$ cat src/rtl/spi_instr_decoder.sv
// Turns two-byte SPI frames (command, data) into single-cycle register-file
// read/write strobes, returning read data to the bridge for the second byte.
module spi_instr_decoder #(
    parameter int ADDR_W = 6,
    parameter int DATA_W = 8
) (
    input  logic              clk,
    input  logic              rst,
    input  logic              cs_active,
    input  logic              byte_sync,
    input  logic [DATA_W-1:0] data_in,
    input  logic [DATA_W-1:0] data_read,
    output logic [DATA_W-1:0] data_out,
    output logic              read,
    output logic              write,
    output logic [ADDR_W-1:0] addr,
    output logic              byte_lo,
    output logic [DATA_W-1:0] data_write,
    output logic              frame_err
);

    typedef enum logic [1:0] {
        S_CMD    = 2'd0,
        S_RD_LAT = 2'd1,
        S_DATA   = 2'd2,
        S_DONE   = 2'd3
    } state_t;

    state_t state, state_next;

    logic rw;
    logic cmd_take;
    logic rd_cap;
    logic rd_next;
    logic wr_next;
    logic err_next;

    always_ff @(posedge clk or posedge rst) begin
        if (rst) begin
            state <= S_CMD;
        end else begin
            state <= state_next;
        end
    end

    // Chip-select release overrides everything, including a same-cycle byte.
    always_comb begin
        state_next = state;
        cmd_take   = 1'b0;
        rd_cap     = 1'b0;
        rd_next    = 1'b0;
        wr_next    = 1'b0;
        err_next   = 1'b0;
        if (!cs_active) begin
            state_next = S_CMD;
            err_next   = (state == S_RD_LAT) || (state == S_DATA);
        end else begin
            case (state)
                S_CMD: begin
                    if (byte_sync) begin
                        cmd_take   = 1'b1;
                        rd_next    = !data_in[7];
                        state_next = data_in[7] ? S_DATA : S_RD_LAT;
                    end
                end
                S_RD_LAT: begin
                    // read is high on the first cycle here; data_read is valid the cycle after.
                    if (!read) begin
                        rd_cap     = 1'b1;
                        state_next = S_DATA;
                    end
                end
                S_DATA: begin
                    if (byte_sync) begin
                        wr_next    = rw;
                        state_next = S_DONE;
                    end
                end
                S_DONE: begin
                    state_next = S_DONE;
                end
                default: begin
                    state_next = S_CMD;
                end
            endcase
        end
    end

    // Registered strobes and latched command/data fields.
    always_ff @(posedge clk or posedge rst) begin
        if (rst) begin
            read       <= 1'b0;
            write      <= 1'b0;
            frame_err  <= 1'b0;
            rw         <= 1'b0;
            byte_lo    <= 1'b0;
            addr       <= '0;
            data_out   <= '0;
            data_write <= '0;
        end else begin
            read      <= rd_next;
            write     <= wr_next;
            frame_err <= err_next;
            if (cmd_take) begin
                rw      <= data_in[7];
                byte_lo <= data_in[6];
                addr    <= data_in[ADDR_W-1:0];
            end
            if (rd_cap) begin
                data_out <= data_read;
            end
            if (wr_next) begin
                data_write <= data_in;
            end
        end
    end

endmodule

$ cat config.mk
export PLATFORM = sky130hd
export DESIGN_NAME = spi_instr_decoder
export DESIGN_NICKNAME = d
export VERILOG_FILES = /design/src/rtl/spi_instr_decoder.sv
export SDC_FILE = /design/constraint.sdc
export NUM_CORES = 1
export LEC_CHECK = 0
export ABC_AREA = 1
export CORE_ASPECT_RATIO = 0.8
export CORE_UTILIZATION = 47
export DETAILED_ROUTE_END_ITERATION = 10
export HOLD_SLACK_MARGIN = 0.08
export PLACE_DENSITY = 0.89
export REMOVE_ABC_BUFFERS = 1
export SYNTH_ARGS = -nofsm -noshare
export SYNTH_HDL_FRONTEND = slang
export SYNTH_SLANG_ARGS = --single-unit
$ cat constraint.sdc
create_clock -name clk -period 2.2 [get_ports clk]
set_input_delay 0.33 -clock clk [delete_from_list [all_inputs] [get_ports clk]]
set_output_delay 0.33 -clock clk [all_outputs]
set_load 0.05 [all_outputs]
==> impl_metrics.sql <==
INSERT INTO impl_metrics (metric_group, metric, value, unit) VALUES
('global_routing', 'first_global_vias', '1078', ''),
('worst_setup_path', 'worst-r2r-setup-slack', '0.73', 'ns'),
('worst_setup_path', 'critical_path.endpoint_type', 'primary output', ''),
('worst_setup_path', 'critical_path.reg2reg.startpoint', 'state[0]$_DFFE_PP0P_', ''),
('sta', 'grt_setup_unrepaired', 'false', ''),
('detailed_routing', 'drc_errors', '0', ''),
('global_routing', 'overflow', '0', ''),
('sta', 'timing.slew.headroom', '64.7', '%'),
('clocking', 'postCtsHoldBufs', '0', ''),
('synth', 'top_area_cells_in_the_synthesized_netlist', 'sky130_fd_sc_hd__dfrtp_1 57%, sky130_fd_sc_hd__nand2_1 13%, sky130_fd_sc_hd__o21ai_1 9.4%', ''),
('finish', 'antennaDiodeCount', '0', ''),
('clocking', 'post_cts.repair.setup_buffers', '0', ''),
('worst_setup_path', 'crit_path_cell_trace', 'clkdlybuf4s50_1', ''),
('finish', 'final_cell_mix', '45 x sky130_fd_sc_hd__clkdlybuf4s50_1, 43 x sky130_fd_sc_hd__nand2_1, 29 x sky130_fd_sc_hd__dfrtp_1, 25 x sky130_fd_sc_hd__inv_1, 24 x sky130_fd_sc_hd__o21ai_1', ''),
('clocking', 'cts_buffer_depth', '2', ''),
('power', 'power.clock.fraction', '10.8', '%'),
('sta', 'tns', '0', 'ns'),
('detailed_routing', 'detail_route.wl_per_cell', '12.2', 'um'),
('min_path', 'hp-class', 'primary input to async pin', ''),
('clocking', 'cts.reportedPaths.clkPinSlew', '0.08', 'ns'),
('global_routing', 'grtUsageMet2', '33.7', '%'),
('global_routing', 'grt_pass1_wl', '4680', 'um'),
('worst_setup_path', 'critical_path_arrival', '1.53', 'ns'),
('floorplan', 'die_height', '48.7', 'um'),
('sta', 'fmax', '0.538', 'GHz'),
('power', 'switching_share', '49.4', '%'),
('worst_setup_path', 'critical_path.top_delay_family', 'buffers and inverters', ''),
('floorplan', 'coreArea', '0.00250', 'sq mm'),
('power', 'powerDensity', '1510', 'mW/mm^2'),
('worst_setup_path', 'timing.critical_path.slowest_cell_delay', '0.82', 'ns'),
('floorplan', 'die_area', '0.00293', 'sq mm'),
('synth', 'synthesis.area', '0.00128', 'sq mm'),
('sta', 'fin_crit_sh', '84.4', '%'),
('sta', 'finalClockSkew', '0.00402', 'ns'),
('finish', 'proportion_of_layout_cells_with_a_drive_suffix_above_1', '5.64', '%'),
('clocking', 'numCtsBuffers', '5', ''),
('finish', 'fin_nets', '219', ''),
('synth', 'synth_cell_types', '14', ''),
('global_routing', 'grt_max_degree', '30', ''),
('synth', 'yosysSeqAreaShare', '56.8', '%'),
('detailed_routing', 'antenna_violating_nets_post_route', '0', ''),
('worst_setup_path', 'ff2ff_path_depth', '5', ''),
('synth', 'syn_area_per_cell', '8.88', 'sq um'),
('global_routing', 'use_met1', '26.7', '%'),
('global_routing', 'antenna_found_initial', '0', ''),
('floorplan', 'initial_core_util', '51.1', '%'),
('sta', 'worst_slew_pin_slew', '0.527', 'ns'),
('global_routing', 'grt_use_total', '22.0', '%'),
('worst_setup_path', 'cp.buffers_inverters', '1', ''),
('detailed_routing', 'detail_route.first_pass.iterations', '4', ''),
('worst_setup_path', 'cp_data_required_time', '1.87', 'ns'),
('clocking', 'ctsResizeCount', '0', ''),
('power', 'total_switching_power', '1.35', 'mW'),
('sta', 'finalHoldViolCount', '0', ''),
('synth', 'synthesized_instance_count', '144', ''),
('sta', 'setup_viol_count_final', '0', ''),
('floorplan', 'placementRows', '16', ''),
('floorplan', 'fp.dieW', '60.3', 'um'),
('global_routing', 'grtUsageMet3', '10.2', '%'),
('global_routing', 'grt.busiest_layer', 'met2', ''),
('place', 'routability_congestion_estimate', '0.888', ''),
('finish', 'layout_commonest_cell', 'sky130_fd_sc_hd__clkdlybuf4s50_1', ''),
('power', 'combinational_cell_fraction_of_total_power', '56.6', '%'),
('clocking', 'insertion_delay', '0.32', 'ns'),
('outcome', 'status', 'completed', ''),
('worst_setup_path', 'timing.critical_path.fanout_max', '2', ''),
('synth', 'synthDominantAreaCellType', 'sky130_fd_sc_hd__dfrtp_1', ''),
('clocking', 'clock_root_buffer_master', 'sky130_fd_sc_hd__clkbuf_4', ''),
('power', 'ir_drop', '1.09', 'mV'),
('synth', 'yosys_register_bits', '29', ''),
('power', 'power.static_leakage', '0.932', 'nW');
## layer usage
layer	wire length (um)	part of all wire (%)	up-vias
met5	0	0	-
met4	39	1.4	0
met3	246	8.8	7
met2	1300	46	50
met1	1220	43	491
li1	-	-	542
## flip-flops by register name, indices dropped and copies added, names as in the netlist
| name | cells |
|---|---|
| addr | 6 |
| write | 1 |
| data_out | 8 |
| data_write | 8 |
| rw | 1 |
| read | 1 |
| byte_lo | 1 |
| frame_err | 1 |
| state | 2 |
## cell families after synthesis
logic type	synth area share [%]
flip-flops	56.8
adder cells (fa/ha/maj)	4.89
AO/OA/AOI/OAI	10.2
buffers and inverters	9.00
AND/OR/NAND/NOR	19.2
## per-stage QoR
stage	utilization (%)	instance area, sq um	hold slack [ns]	power (mW)	setup WS, ns
after floorplan	-	1260	0.395	1.89	0.932
after global placement	70.5	1760	0.469	2.40	0.557
after detailed placement	70.5	1760	0.480	2.45	0.509
after CTS	72.5	1810	0.391	2.75	0.345
after global routing	72.5	1810	0.395	2.88	0.292
final	72.5	1810	0.376	2.73	0.343
## cells in the mapped netlist
cell type,number
sky130_fd_sc_hd__nor2_1,6
sky130_fd_sc_hd__buf_4,1
sky130_fd_sc_hd__o21ai_1,24
sky130_fd_sc_hd__nand2_1,43
sky130_fd_sc_hd__nand3_1,2
sky130_fd_sc_hd__nand3_2,2
sky130_fd_sc_hd__a21oi_1,2
sky130_fd_sc_hd__ha_1,5
sky130_fd_sc_hd__inv_2,1
sky130_fd_sc_hd__inv_1,25
sky130_fd_sc_hd__nand3b_2,1
sky130_fd_sc_hd__buf_2,2
sky130_fd_sc_hd__nor2_8,1
sky130_fd_sc_hd__dfrtp_1,29
## worst max path at each step
stage	cells after the start	from	slack [ns]	to
2_1_floorplan	3	read$_DFF_PP0_	0.93	data_out[0]$_DFFE_PP0P_
3_3_place_gp	4	cs_active	0.56	addr[0]$_DFFE_PP0P_
3_5_place_dp	4	cs_active	0.51	addr[0]$_DFFE_PP0P_
4_1_cts	1	data_write[2]$_DFFE_PP0P_	0.35	data_write[2]
5_1_grt	1	data_write[3]$_DFFE_PP0P_	0.29	data_write[3]
6_report	1	data_write[2]$_DFFE_PP0P_	0.34	data_write[2]
## power by group through the flow
| stage | combinational [mW] | clock (mW) | sequential [mW] |
|---|---|---|---|
| after floorplan | 0.279 | 0 | 1.61 |
| after detailed placement | 1.55 | 0 | 0.897 |
| after CTS | 1.56 | 0.299 | 0.892 |
| final | 1.55 | 0.295 | 0.893 |
| after global routing | 1.64 | 0.332 | 0.916 |
| after global placement | 1.52 | 0 | 0.884 |
## worst min-delay path: stages
cell and delay, ns:
sky130_fd_sc_hd__clkdlybuf4s50_1 0.40, sky130_fd_sc_hd__inv_1 0.05, sky130_fd_sc_hd__buf_4 0.32
## cell type report
| type | instances | area (sq um) |
|---|---|---|
| sequential | 29 | 726 |
| fill | 198 | 689 |
| timing repair buffer | 46 | 458 |
| multi-input combinational | 86 | 438 |
| inverter | 26 | 97.6 |
| clock buffer | 8 | 48.8 |
| tap | 36 | 45.0 |
Power figures use the tool's default switching activity.
